==> src/rtl/uart_rx_sipo_cfg.sv <==
// rtl/uart_rx_sipo_cfg.sv - parametrised UART receive deserialiser with parity/stop checking
// Oversampled start detection, mid-bit sampling, one-cycle completion strobe with registered results.
module uart_rx_sipo_cfg #(
  parameter int DATA_BITS   = 8,
  parameter int PARITY_MODE = 0,
  parameter int STOP_BITS   = 1,
  parameter int OVERSAMPLE  = 16,
  localparam int FRAME_W    = 1 + DATA_BITS + ((PARITY_MODE != 0) ? 1 : 0) + STOP_BITS
) (
  input  logic                 baud_clk,
  input  logic                 rst,
  input  logic                 data_tx,
  output logic                 active_flag,
  output logic                 recieved_flag,
  output logic [DATA_BITS-1:0] data_out,
  output logic [FRAME_W-1:0]   data_parll,
  output logic                 parity_err,
  output logic                 frame_err
);

  localparam int CNT_W = $clog2(OVERSAMPLE);
  localparam int SH_W  = FRAME_W - 1;
  localparam logic [CNT_W-1:0] CNT_ONE  = CNT_W'(1);
  localparam logic [CNT_W-1:0] CNT_MID  = CNT_W'(OVERSAMPLE / 2 - 1);
  localparam logic [CNT_W-1:0] CNT_LAST = CNT_W'(OVERSAMPLE - 1);
  localparam logic [3:0] DATA_LAST = 4'(DATA_BITS - 1);
  localparam logic [3:0] STOP_CNT  = 4'(STOP_BITS);

  typedef enum logic [2:0] {IDLE, START, DATA, PARITY, STOP} state_t;

  state_t                 state_q, state_d;
  logic                   sync1_q, sync1_d, sync2_q, sync2_d;
  logic [CNT_W-1:0]       cnt_q, cnt_d;
  logic [3:0]             bit_idx_q, bit_idx_d;
  logic [SH_W-1:0]        shreg_q, shreg_d;
  logic                   flag_q, flag_d;
  logic [DATA_BITS-1:0]   data_out_q, data_out_d;
  logic [FRAME_W-1:0]     parll_q, parll_d;
  logic                   perr_q, perr_d;
  logic                   ferr_q, ferr_d;

  logic rx_s;
  logic sample;
  logic par_xor;

  assign rx_s    = sync2_q;
  assign sample  = (cnt_q == CNT_LAST);
  assign par_xor = ^shreg_q[DATA_BITS:0];

  always_comb begin
    sync1_d    = data_tx;
    sync2_d    = sync1_q;
    state_d    = state_q;
    cnt_d      = cnt_q + CNT_ONE;
    bit_idx_d  = bit_idx_q;
    shreg_d    = shreg_q;
    flag_d     = 1'b0;
    data_out_d = data_out_q;
    parll_d    = parll_q;
    perr_d     = perr_q;
    ferr_d     = ferr_q;

    case (state_q)
      IDLE: begin
        cnt_d     = '0;
        bit_idx_d = '0;
        if (!rx_s) state_d = START;
      end
      START: begin
        if (cnt_q == CNT_MID) begin
          cnt_d     = '0;
          bit_idx_d = '0;
          state_d   = rx_s ? IDLE : DATA;
        end
      end
      DATA: begin
        if (sample) begin
          shreg_d = {rx_s, shreg_q[SH_W-1:1]};
          cnt_d   = '0;
          if (bit_idx_q == DATA_LAST) begin
            bit_idx_d = '0;
            state_d   = (PARITY_MODE != 0) ? PARITY : STOP;
          end else begin
            bit_idx_d = bit_idx_q + 4'd1;
          end
        end
      end
      PARITY: begin
        if (sample) begin
          shreg_d   = {rx_s, shreg_q[SH_W-1:1]};
          cnt_d     = '0;
          bit_idx_d = '0;
          state_d   = STOP;
        end
      end
      STOP: begin
        // bit_idx == STOP_BITS marks the completion cycle after the last stop sample
        if (bit_idx_q == STOP_CNT) begin
          flag_d     = 1'b1;
          data_out_d = shreg_q[DATA_BITS-1:0];
          parll_d    = {shreg_q, 1'b0};
          perr_d     = (PARITY_MODE == 1) ? par_xor :
                       (PARITY_MODE == 2) ? ~par_xor : 1'b0;
          ferr_d     = ~(&shreg_q[SH_W-1 -: STOP_BITS]);
          cnt_d      = '0;
          bit_idx_d  = '0;
          state_d    = IDLE;
        end else if (sample) begin
          shreg_d   = {rx_s, shreg_q[SH_W-1:1]};
          cnt_d     = '0;
          bit_idx_d = bit_idx_q + 4'd1;
        end
      end
      default: begin
        state_d = IDLE;
        cnt_d   = '0;
      end
    endcase
  end

  always_ff @(posedge baud_clk) begin
    if (rst) begin
      sync1_q    <= 1'b1;
      sync2_q    <= 1'b1;
      state_q    <= IDLE;
      cnt_q      <= '0;
      bit_idx_q  <= '0;
      shreg_q    <= '0;
      flag_q     <= 1'b0;
      data_out_q <= '0;
      parll_q    <= '0;
      perr_q     <= 1'b0;
      ferr_q     <= 1'b0;
    end else begin
      sync1_q    <= sync1_d;
      sync2_q    <= sync2_d;
      state_q    <= state_d;
      cnt_q      <= cnt_d;
      bit_idx_q  <= bit_idx_d;
      shreg_q    <= shreg_d;
      flag_q     <= flag_d;
      data_out_q <= data_out_d;
      parll_q    <= parll_d;
      perr_q     <= perr_d;
      ferr_q     <= ferr_d;
    end
  end

  assign active_flag   = (state_q != IDLE);
  assign recieved_flag = flag_q;
  assign data_out      = data_out_q;
  assign data_parll    = parll_q;
  assign parity_err    = perr_q;
  assign frame_err     = ferr_q;

endmodule
==> config.mk <==
export PLATFORM = sky130hd
export DESIGN_NAME = uart_rx_sipo_cfg
export DESIGN_NICKNAME = d
export VERILOG_FILES = /design/src/rtl/uart_rx_sipo_cfg.sv
export SDC_FILE = /design/constraint.sdc
export NUM_CORES = 1
export LEC_CHECK = 0
export BUFFER_PORTS_ARGS = -buffer_cell sky130_fd_sc_hd__buf_2
export CAP_MARGIN = 20
export CELL_PAD_IN_SITES_DETAIL_PLACEMENT = 0
export CELL_PAD_IN_SITES_GLOBAL_PLACEMENT = 1
export CORE_MARGIN = 2
export CORE_UTILIZATION = 42
export CTS_CLUSTER_DIAMETER = 30
export DETAILED_ROUTE_END_ITERATION = 8
export GPL_ROUTABILITY_DRIVEN = 0
export GPL_TIMING_DRIVEN = 0
export PLACE_DENSITY_LB_ADDON = 0.1
export SYNTH_ARGS = -nofsm -noshare
export SYNTH_HDL_FRONTEND = slang
export SYNTH_SLANG_ARGS = --single-unit
==> constraint.sdc <==
create_clock -name baud_clk -period 1.9 [get_ports baud_clk]
set_input_delay 0.38 -clock baud_clk [delete_from_list [all_inputs] [get_ports baud_clk]]
set_output_delay 0.38 -clock baud_clk [all_outputs]
set_load 0.02 [all_outputs]
# After elaboration in Yosys (flattened, before gate mapping)
# Index checks and enable logic that the tools add are counted.
word_totals:
  word_cells: 63
  reg_bits: 41
  out_inout_bits: 22
  inputBits: 3
classes:
  add_sub_neg: 2
  n_eq_ne: 16
  bitwise_logic: 2
  n_reduce_logical: 10
  n_mux: 23
op_table:
  columns: ["cell", "count"]
  rows:
  - ["two-way mux 4 bit", 9]
  - ["one-hot mux 4 bit (5 select lines)", 1]
  - ["two-way mux 3 bit", 6]
  - ["two-way mux 9 bit", 2]
  - ["one-hot mux 9 bit (2 select lines)", 1]
  - ["one-hot mux 3 bit (5 select lines)", 1]
  - ["!= test 2 bit (second input constant)", 7]
  - ["one-hot mux 4 bit (3 select lines)", 1]
  - ["adder 4 x 1 -> 4 bit (second input constant)", 2]
  - ["equality test 4 x 3 -> 1 bit (second input constant)", 2]
  - ["equality test 3 x 2 -> 1 bit (second input constant)", 2]
  - ["AND reduction 6 bit", 1]
  - ["AND reduction 5 bit", 1]
  - ["nonzero test 5 bit", 1]
  - ["equality test 4 x 1 -> 1 bit (second input constant)", 1]
  - ["equality test 4 bit (second input constant)", 1]
  - ["AND reduction 2 bit", 2]
  - ["OR reduction 2 bit", 2]
  - ["equality test 3 x 1 -> 1 bit (second input constant)", 1]
  - ["equality test 3 bit (second input constant)", 1]
  - ["logical NOT 3 bit", 1]
  - ["!= test 3 bit (second input constant)", 1]
  - ["nonzero test 3 bit", 1]
  - ["two-way mux 2 bit", 1]
  - ["other kinds (3)", 4]

# Depth between registers and ports, before layout
# Gate-level depths: netlist (run 1).
depth:
  word_depth: 4
  mapped_depth: 7
  depth_no_buf: 6

# Least setup slack after synthesis (run 1)
# No wires, ideal clock.
synth_timing:
  path_kind: "reg-to-reg"
  from: "register bit_idx_q[0]"
  to: "register data_out_q[0], in the netlist data_out[0]"
  path_buffers: 1
  arrival_time_ns: 1.433
  setup_ns: 0.128
  stages_incl_launch_ff: 7
  path_slack_ns: 0.339
  required_time_ns: 1.772
  period_less_slack_ns: 1.561
  path_cell_list: "dfxtp_1 -> ha_1 -> nor3b_4 -> nand3_1 -> buf_2 -> mux2i_1 -> nor2_1"
synth_between:
  elab_chain_len: 2
synth_lines:
  columns: ["item", "line", "text"]
  rows:
  - ["from (decl)", "34", "logic [3:0] bit_idx_q, bit_idx_d;"]
  - ["from (signal assigned)", "139", "bit_idx_q <= bit_idx_d;"]
  - ["equality test 4 x 1 -> 1 bit", "98", "if (bit_idx_q == STOP_CNT) begin"]
  - ["AND reduction 2 bit (no line)", null, null]
  - ["to (signal assigned)", "142", "data_out_q <= data_out_d;"]
  - ["to (decl)", "37", "logic [DATA_BITS-1:0] data_out_q, data_out_d;"]
# Every way passes these cells.
# A chain may end at the register's enable or synchronous reset.

# Final worst setup path (run 1)
layout_timing:
  from: "register bit_idx_q[0]"
  to: "register state_q[2]"
layout_between:
  elab_chain_len: 3
  word_cells_on_any_way: 5
  classes_between: "eq/ne: 4; reduce/logical: 1"
layout_lines:
  columns: ["item", "line", "text"]
  rows:
  - ["equality test 4 x 1 -> 1 bit / equality test 4 x 3 -> 1 bit (equally long branches)", "98, 80", null]
  - ["!= test 2 bit (no line)", null, null]
  - ["AND reduction 6 bit (no line) (*)", null, null]
  - ["to (signal assigned)", "137", "state_q <= state_d;"]
  - ["to (decl)", "31", "state_t state_q, state_d;"]
# Mark *: on every way between the ends. The rest lies on a longest branch, timed or not.

==> flow_summary_export.csv, run 1 <==
group,metric,value,unit
cts,htreeDepth,2,
pwr,swShare,22.9,%
global_routing,grt_remaining_overflow,0,
critical_path,critPathMaxFanout,6,
die,initial_core_util,43.9,%
die,dieArea,4340,um^2
placed_design,place_area,1780,um^2
critical_path,r2r_start,"bit_idx_q[0]",
routing,drtIter0Drc,68,
finish,area_delta_synth_final,17.4,%
routing,ant_nets,0,
pwr,p_clk_share,40.5,%
timing,finalHoldViolCount,0,
timing,max_freq,556,MHz
timing,timing.final.crit_period,1800,ps
routing,wl,3490,um
logic_synthesis,netlist-cell-type-count,48,
global_routing,grt_pass1_wl,5800,um
timing,clock_skew,8.47,ps
cts,clk_latency,280,ps
hold_path,worstHoldStart,"data_tx",
finish,drive_gt1_share,28.6,%
timing,final.setup.worst_slack,100,ps
logic_synthesis,seq_area_frac_synth,41.1,%
critical_path,arrival,2000,ps
finish,fin_cells,254,
placed_design,dp_cells,244,
finish,nFillCells,352,
hold_path,hp-class,"in2reg",
routing,drc,0,
global_routing,grt_start_max_net_pins,11,
die,num_rows,22,
global_routing,grt_pass1_vias,1262,
pwr,switching_power,0.287,mW
cts,cts.path.max_buffers,2,
critical_path,worstSetupPathType,"reg2reg",
critical_path,cp.required,2100,ps
logic_synthesis,ys_ff_latch,33,
job,maxCapViolCount,0,
logic_synthesis,avgSynthCellArea,9.29,um^2
placed_design,dp_slack,71.3,ps
pwr,comb_power_share,4.0,%
cts,cts-root-buf,"clkbuf_8",
cts,holdBufCountCts,0,
critical_path,cp-end-kind,"flip-flop",
routing,first_pass_iters,4,
cts,clkSinkCount,33,
timing,setup_violations,0,
finish,layout.nets,211,
die,die_w,65.8,um
die,die_y,65.8,um
die,core,3660,um^2
finish,final_area,1890,um^2
pwr,p_int,0.967,mW
run_status,outcome,"completed",
routing,routed_via_density,5.23,
critical_path,worstSetupStartpoint,"bit_idx_q[0]",
global_routing,antenna_found_initial,0,
routing,routed-via-count,1328,
pwr,leakagePower,0.809,nW
cts,clkTransAtPathRegs,70,ps
timing,finalCritPeriodShare,94.7,%
placed_design,hpwl,2410,um
logic_synthesis,yosys_warnings,0,
cts,cts_buffers,5,
logic_synthesis,syn_area,1610,um^2
die,num_io_pins,25,
routing,drt-wirelength-per-cell,13.7,um
finish,postLayoutCoreUtil,51.5,%
pwr,p_seq_share,55.5,%
logic_synthesis,synth_cells,173,
cts,cts_tree,"built",
pwr,ir_worst_vdd,0.554,mV
timing,slew_viol_final,0,
critical_path,critPathLaunchType,"flip-flop",
placed_design,numPortBuffers,22,
finish,antenna_cells,0,
pwr,power.density,665,nW/um^2
global_routing,grt_usage,17.7,%
==> worst max-delay path, stage by stage (launching register included) <==
cell and delay (ps):
dfxtp_1 390, ha_1 190, nor3b_4 400, o32ai_4 210, or3_1 350, a21oi_1 170
==> placed cells by master, fill, tap and decap left out, types with 2 or more instances in the layout <==
cell	n
conb_1	2
ha_1	3
a21oi_1	17
buf_4	12
clkinv_2	2
and3_1	2
mux2i_1	9
a21o_1	2
o21ai_0	12
nor3_1	6
nand2b_1	3
inv_1	2
nor2_1	12
buf_2	23
nand3_1	13
clkbuf_8	5
buf_6	3
clkbuf_1	6
nand2_1	2
o21ai_1	2
dfxtp_1	33
or2_2	3
nand4b_1	3
==> sequential cells by signal, indices dropped and copies added, names as in the netlist <==
| register | count |
|---|---|
| bit_idx_q | 4 |
| shreg_q | 9 |
| sync1_q | 1 |
| state_q | 3 |
| cnt_q | 4 |
| frame_err | 1 |
| recieved_flag | 1 |
| rx_s | 1 |
| data_parll | 2 |
| data_out | 7 |
==> kinds of logic after synthesis <==
family	Yosys count	synth area share, %
simple gates	57	21.1
compound gates	44	18.5
flops	33	41.1
buf+inv	23	9.35
mux	10	6.31
fa+ha+maj	3	2.34
xor+xnor	2	1.09
other cells	1	0.233
==> metal layers <==
layer  up-vias  wire length (um)  part of all wire (%)  track usage [%]
met5         -                 0                     0                0
met4         0                41                   1.2             5.73
met3         4               153                   4.4             5.11
met2        23              1610                    46             28.3
met1       627              1680                    48             23.0
li1        674                 -                     -                -
==> what timing repair did <==
action	CTS	global route
setup endpoints to repair	0	12
setup buffers	0	2
resized for setup	0	2
==> cells in the mapped netlist (all sizes together) <==
cell type | instances | area share (%)
nor3 | 7 | 2.5
nand2 | 2 | 0.47
nor2 | 12 | 2.8
a22oi | 1 | 0.78
nand4bb | 1 | 0.70
o22ai | 1 | 0.39
a21o | 2 | 0.93
nor3b | 2 | 1.6
or3 | 1 | 0.39
and3b | 1 | 0.55
ha | 3 | 2.3
dfxtp | 33 | 41
nand3b | 1 | 0.47
inv | 2 | 0.47
buf | 15 | 7.4
xnor2 | 1 | 0.55
or4b | 1 | 0.62
a32o | 1 | 0.62
nand4b | 3 | 1.6
nand4 | 1 | 0.39
a41o | 1 | 0.62
a21oi | 17 | 5.3
mux2i | 9 | 5.6
a32oi | 1 | 0.55
conb | 1 | 0.23
o21bai | 1 | 0.47
o32ai | 1 | 1.7
or3b | 2 | 1.1
xor2 | 1 | 0.55
o21a | 1 | 0.47
a211oi | 2 | 1.2
mux2 | 1 | 0.70
nand2b | 3 | 1.2
o21ai | 15 | 5.4
nand3 | 14 | 4.4
or2 | 4 | 1.6
and3 | 2 | 0.78
clkbuf | 6 | 1.5
==> metrics by stage <==
| stage | TNS [ps] | hold slack (ps) | power (mW) |
|---|---|---|---|
| 6_report | 0 | 291 | 1.25 |
| 5_1_grt | -26.4 | 293 | 1.31 |
| 4_1_cts | 0 | 285 | 1.26 |
| 3_5_place_dp | 0 | 397 | 0.762 |
| 3_3_place_gp | 0 | 398 | 0.761 |
| 2_1_floorplan | 0 | 389 | 0.748 |
==> power by group through the flow <==
stage | sequential, mW | clock (mW) | combinational (mW)
global route | 0.696 | 0.556 | 0.0548
floorplan | 0.712 | 0 | 0.0370
CTS | 0.696 | 0.519 | 0.0504
finish | 0.696 | 0.507 | 0.0500
detailed placement | 0.712 | 0 | 0.0505
global placement | 0.712 | 0 | 0.0491
==> area by class of cell <==
class / count / area (um^2) / share of cell area, %
Multi-Input combinational cell: 118 / 805 / 42.7
Tap cell: 48 / 60.1 / 3.19
Timing Repair Buffer: 24 / 125 / 6.64
Clock inverter: 2 / 10.0 / 0.531
Sequential cell: 33 / 661 / 35.0
Buffer: 21 / 145 / 7.70
Inverter: 2 / 7.51 / 0.398
Clock buffer: 6 / 72.6 / 3.85
==> path summary, 6_finish.rpt <==
check / to / slack (ps) / cells past startpoint
hold reg to reg: rx_s / 410 / 1
setup reg to reg: state_q[2] / 100 / 5
hold / removal: sync1_q / 290 / 2
setup / recovery: state_q[2] / 100 / 5
No activity file was read; power rests on OpenSTA's default activity.
==> inputs of run 2 (changes only) <==
- SETUP_SLACK_MARGIN: default -> 0.4
==> flow_summary_export.csv, run 2 (synthesized netlist as in run 1, its figures left out) <==
group,metric,value,unit
global_routing,antenna_found_initial,0,
pwr,switching_power,0.287,mW
die,core,3660,um^2
finish,fin_cells,274,
finish,final_area,2370,um^2
routing,drt-wirelength-per-cell,15.4,um
cts,cts_tree,"built",
timing,finalHoldViolCount,0,
routing,drc,0,
routing,wl,4230,um
finish,regMostFlops,"shreg_q",
finish,mostFrequentLayoutCell,"dfxtp_1",
timing,timing.final.crit_period,1660,ps
timing,finalCritPeriodShare,87.3,%
finish,largest_register_ffs,9,
routing,routed_via_density,5.31,
finish,drive_gt1_share,54.4,%
timing,slew_headroom,60.5,%
finish,area_delta_synth_final,47.6,%
placed_design,numPortBuffers,22,
pwr,leakagePower,0.973,nW
pwr,swShare,20.8,%
timing,tns,0,ps
routing,routed-via-count,1455,
routing,first_pass_iters,4,
die,die_y,65.8,um
timing,max_freq,603,MHz
critical_path,arrival,1850,ps
critical_path,critPathMaxFanout,6,
finish,antenna_cells,0,
placed_design,place_area,1810,um^2
global_routing,grt_remaining_overflow,0,
cts,cts.path.max_buffers,2,
placed_design,dp_cells,244,
pwr,p_total,1.38,mW
placed_design,dp_slack,152,ps
cts,clkTransAtPathRegs,60,ps
die,num_io_pins,25,
placed_design,hpwl,2430,um
finish,layout.nets,231,
pwr,power.density,581,nW/um^2
cts,htreeDepth,2,
cts,clkSinkCount,33,
critical_path,r2r_start,"bit_idx_q[1]",
global_routing,grt_usage,20.9,%
timing,slew_viol_final,0,
timing,worst_slew_pin_slew,593,ps
pwr,p_seq_share,50.3,%
job,maxCapViolCount,0,
global_routing,grt_pass1_wl,6760,um
hold_path,hp-class,"in2reg",
finish,final_cell_mix,"26 x dfxtp_1, 25 x buf_4, 21 x buf_2",
pwr,p_int,1.09,mW
die,die_w,65.8,um
cts,clk_latency,280,ps
timing,final.setup.worst_slack,241,ps
critical_path,worstSetupPathType,"reg2reg",
critical_path,critPathLaunchType,"flip-flop",
timing,setup_violations,0,
critical_path,cp.required,2090,ps
hold_path,worstHoldStart,"data_tx",
die,initial_core_util,43.9,%
pwr,comb_power_share,4.5,%
cts,cts-root-buf,"clkbuf_8",
die,num_rows,22,
timing,rsz0062_at_grt,"yes",
routing,drtIter0Drc,67,
critical_path,worstSetupStartpoint,"bit_idx_q[1]",
global_routing,grt_pass1_vias,1375,
die,dieArea,4340,um^2
routing,ant_nets,0,
cts,cts_buffers,5,
critical_path,cp-end-kind,"flip-flop",
timing,clock_skew,7.60,ps
pwr,p_clk_share,45.2,%
global_routing,grt_start_max_net_pins,11,
run_status,outcome,"completed",
pwr,ir_worst_vdd,0.475,mV
==> run 2: cell count changes in the layout (fill, tap and decap cells not counted), sizes merged <==
| cell | previous run | this run |
|---|---|---|
| o21ai | 15 | 16 |
| buf | 38 | 58 |
| o21a | 1 | 2 |
| clkinv | 2 | 0 |
==> run 2: cell type report <==
cell class / count / area, um^2
Clock buffer: 8 / 111
Sequential cell: 33 / 674
Buffer: 21 / 171
Timing Repair Buffer: 42 / 302
Multi-Input combinational cell: 120 / 1040
Inverter: 2 / 7.51
Fill cell: 302 / 1290
Tap cell: 48 / 60.1
==> run 2: worst paths after layout <==
kind                end  cells past startpoint  slack, ps
max          state_q[1]                      7        240
min             sync1_q                      2        290
max reg2reg  state_q[1]                      7        240
min reg2reg        rx_s                      1        420
==> run 2: worst max-delay path, stage by stage, from the launching register on <==
cell     delay (ps)
dfxtp_2         330
buf_6           120
ha_4            150
and3b_2         210
o32ai_4         390
buf_4           180
o21ai_1          60
a21oi_1         150
==> run 2: per-layer routing <==
metal / vias to the layer above / track usage, % / part of all wire (%)
li1: 721 / - / -
met1: 696 / 26.8 / 45
met2: 33 / 34.3 / 50
met3: 5 / 3.58 / 3.6
met4: 0 / 9.38 / 1.3
met5: - / 0 / 0
==> run 2: power groups by stage <==
stage	clock network [mW]	registers [mW]	logic, mW
after floorplan	0	0.710	0.0372
after global placement	0	0.710	0.0494
after detailed placement	0	0.711	0.0496
after CTS	0.641	0.695	0.0567
after global routing	0.668	0.694	0.0665
final	0.623	0.694	0.0613
==> run 2: repair_timing <==
item / CTS / global route
resized for setup: 33 / 42
cloned: 3 / 0
pin swaps: 12 / 16
setup buffers: 12 / 7
setup endpoints to repair: 28 / 29
hold buffers: 0 / 0
==> run 2: stage by stage <==
step / util, % / hold WS [ps]
6_report: 64.8 / 285
2_1_floorplan: - / 389
3_5_place_dp: 49.5 / 401
4_1_cts: 58.5 / 274
5_1_grt: 64.8 / 296
3_3_place_gp: 49.5 / 397
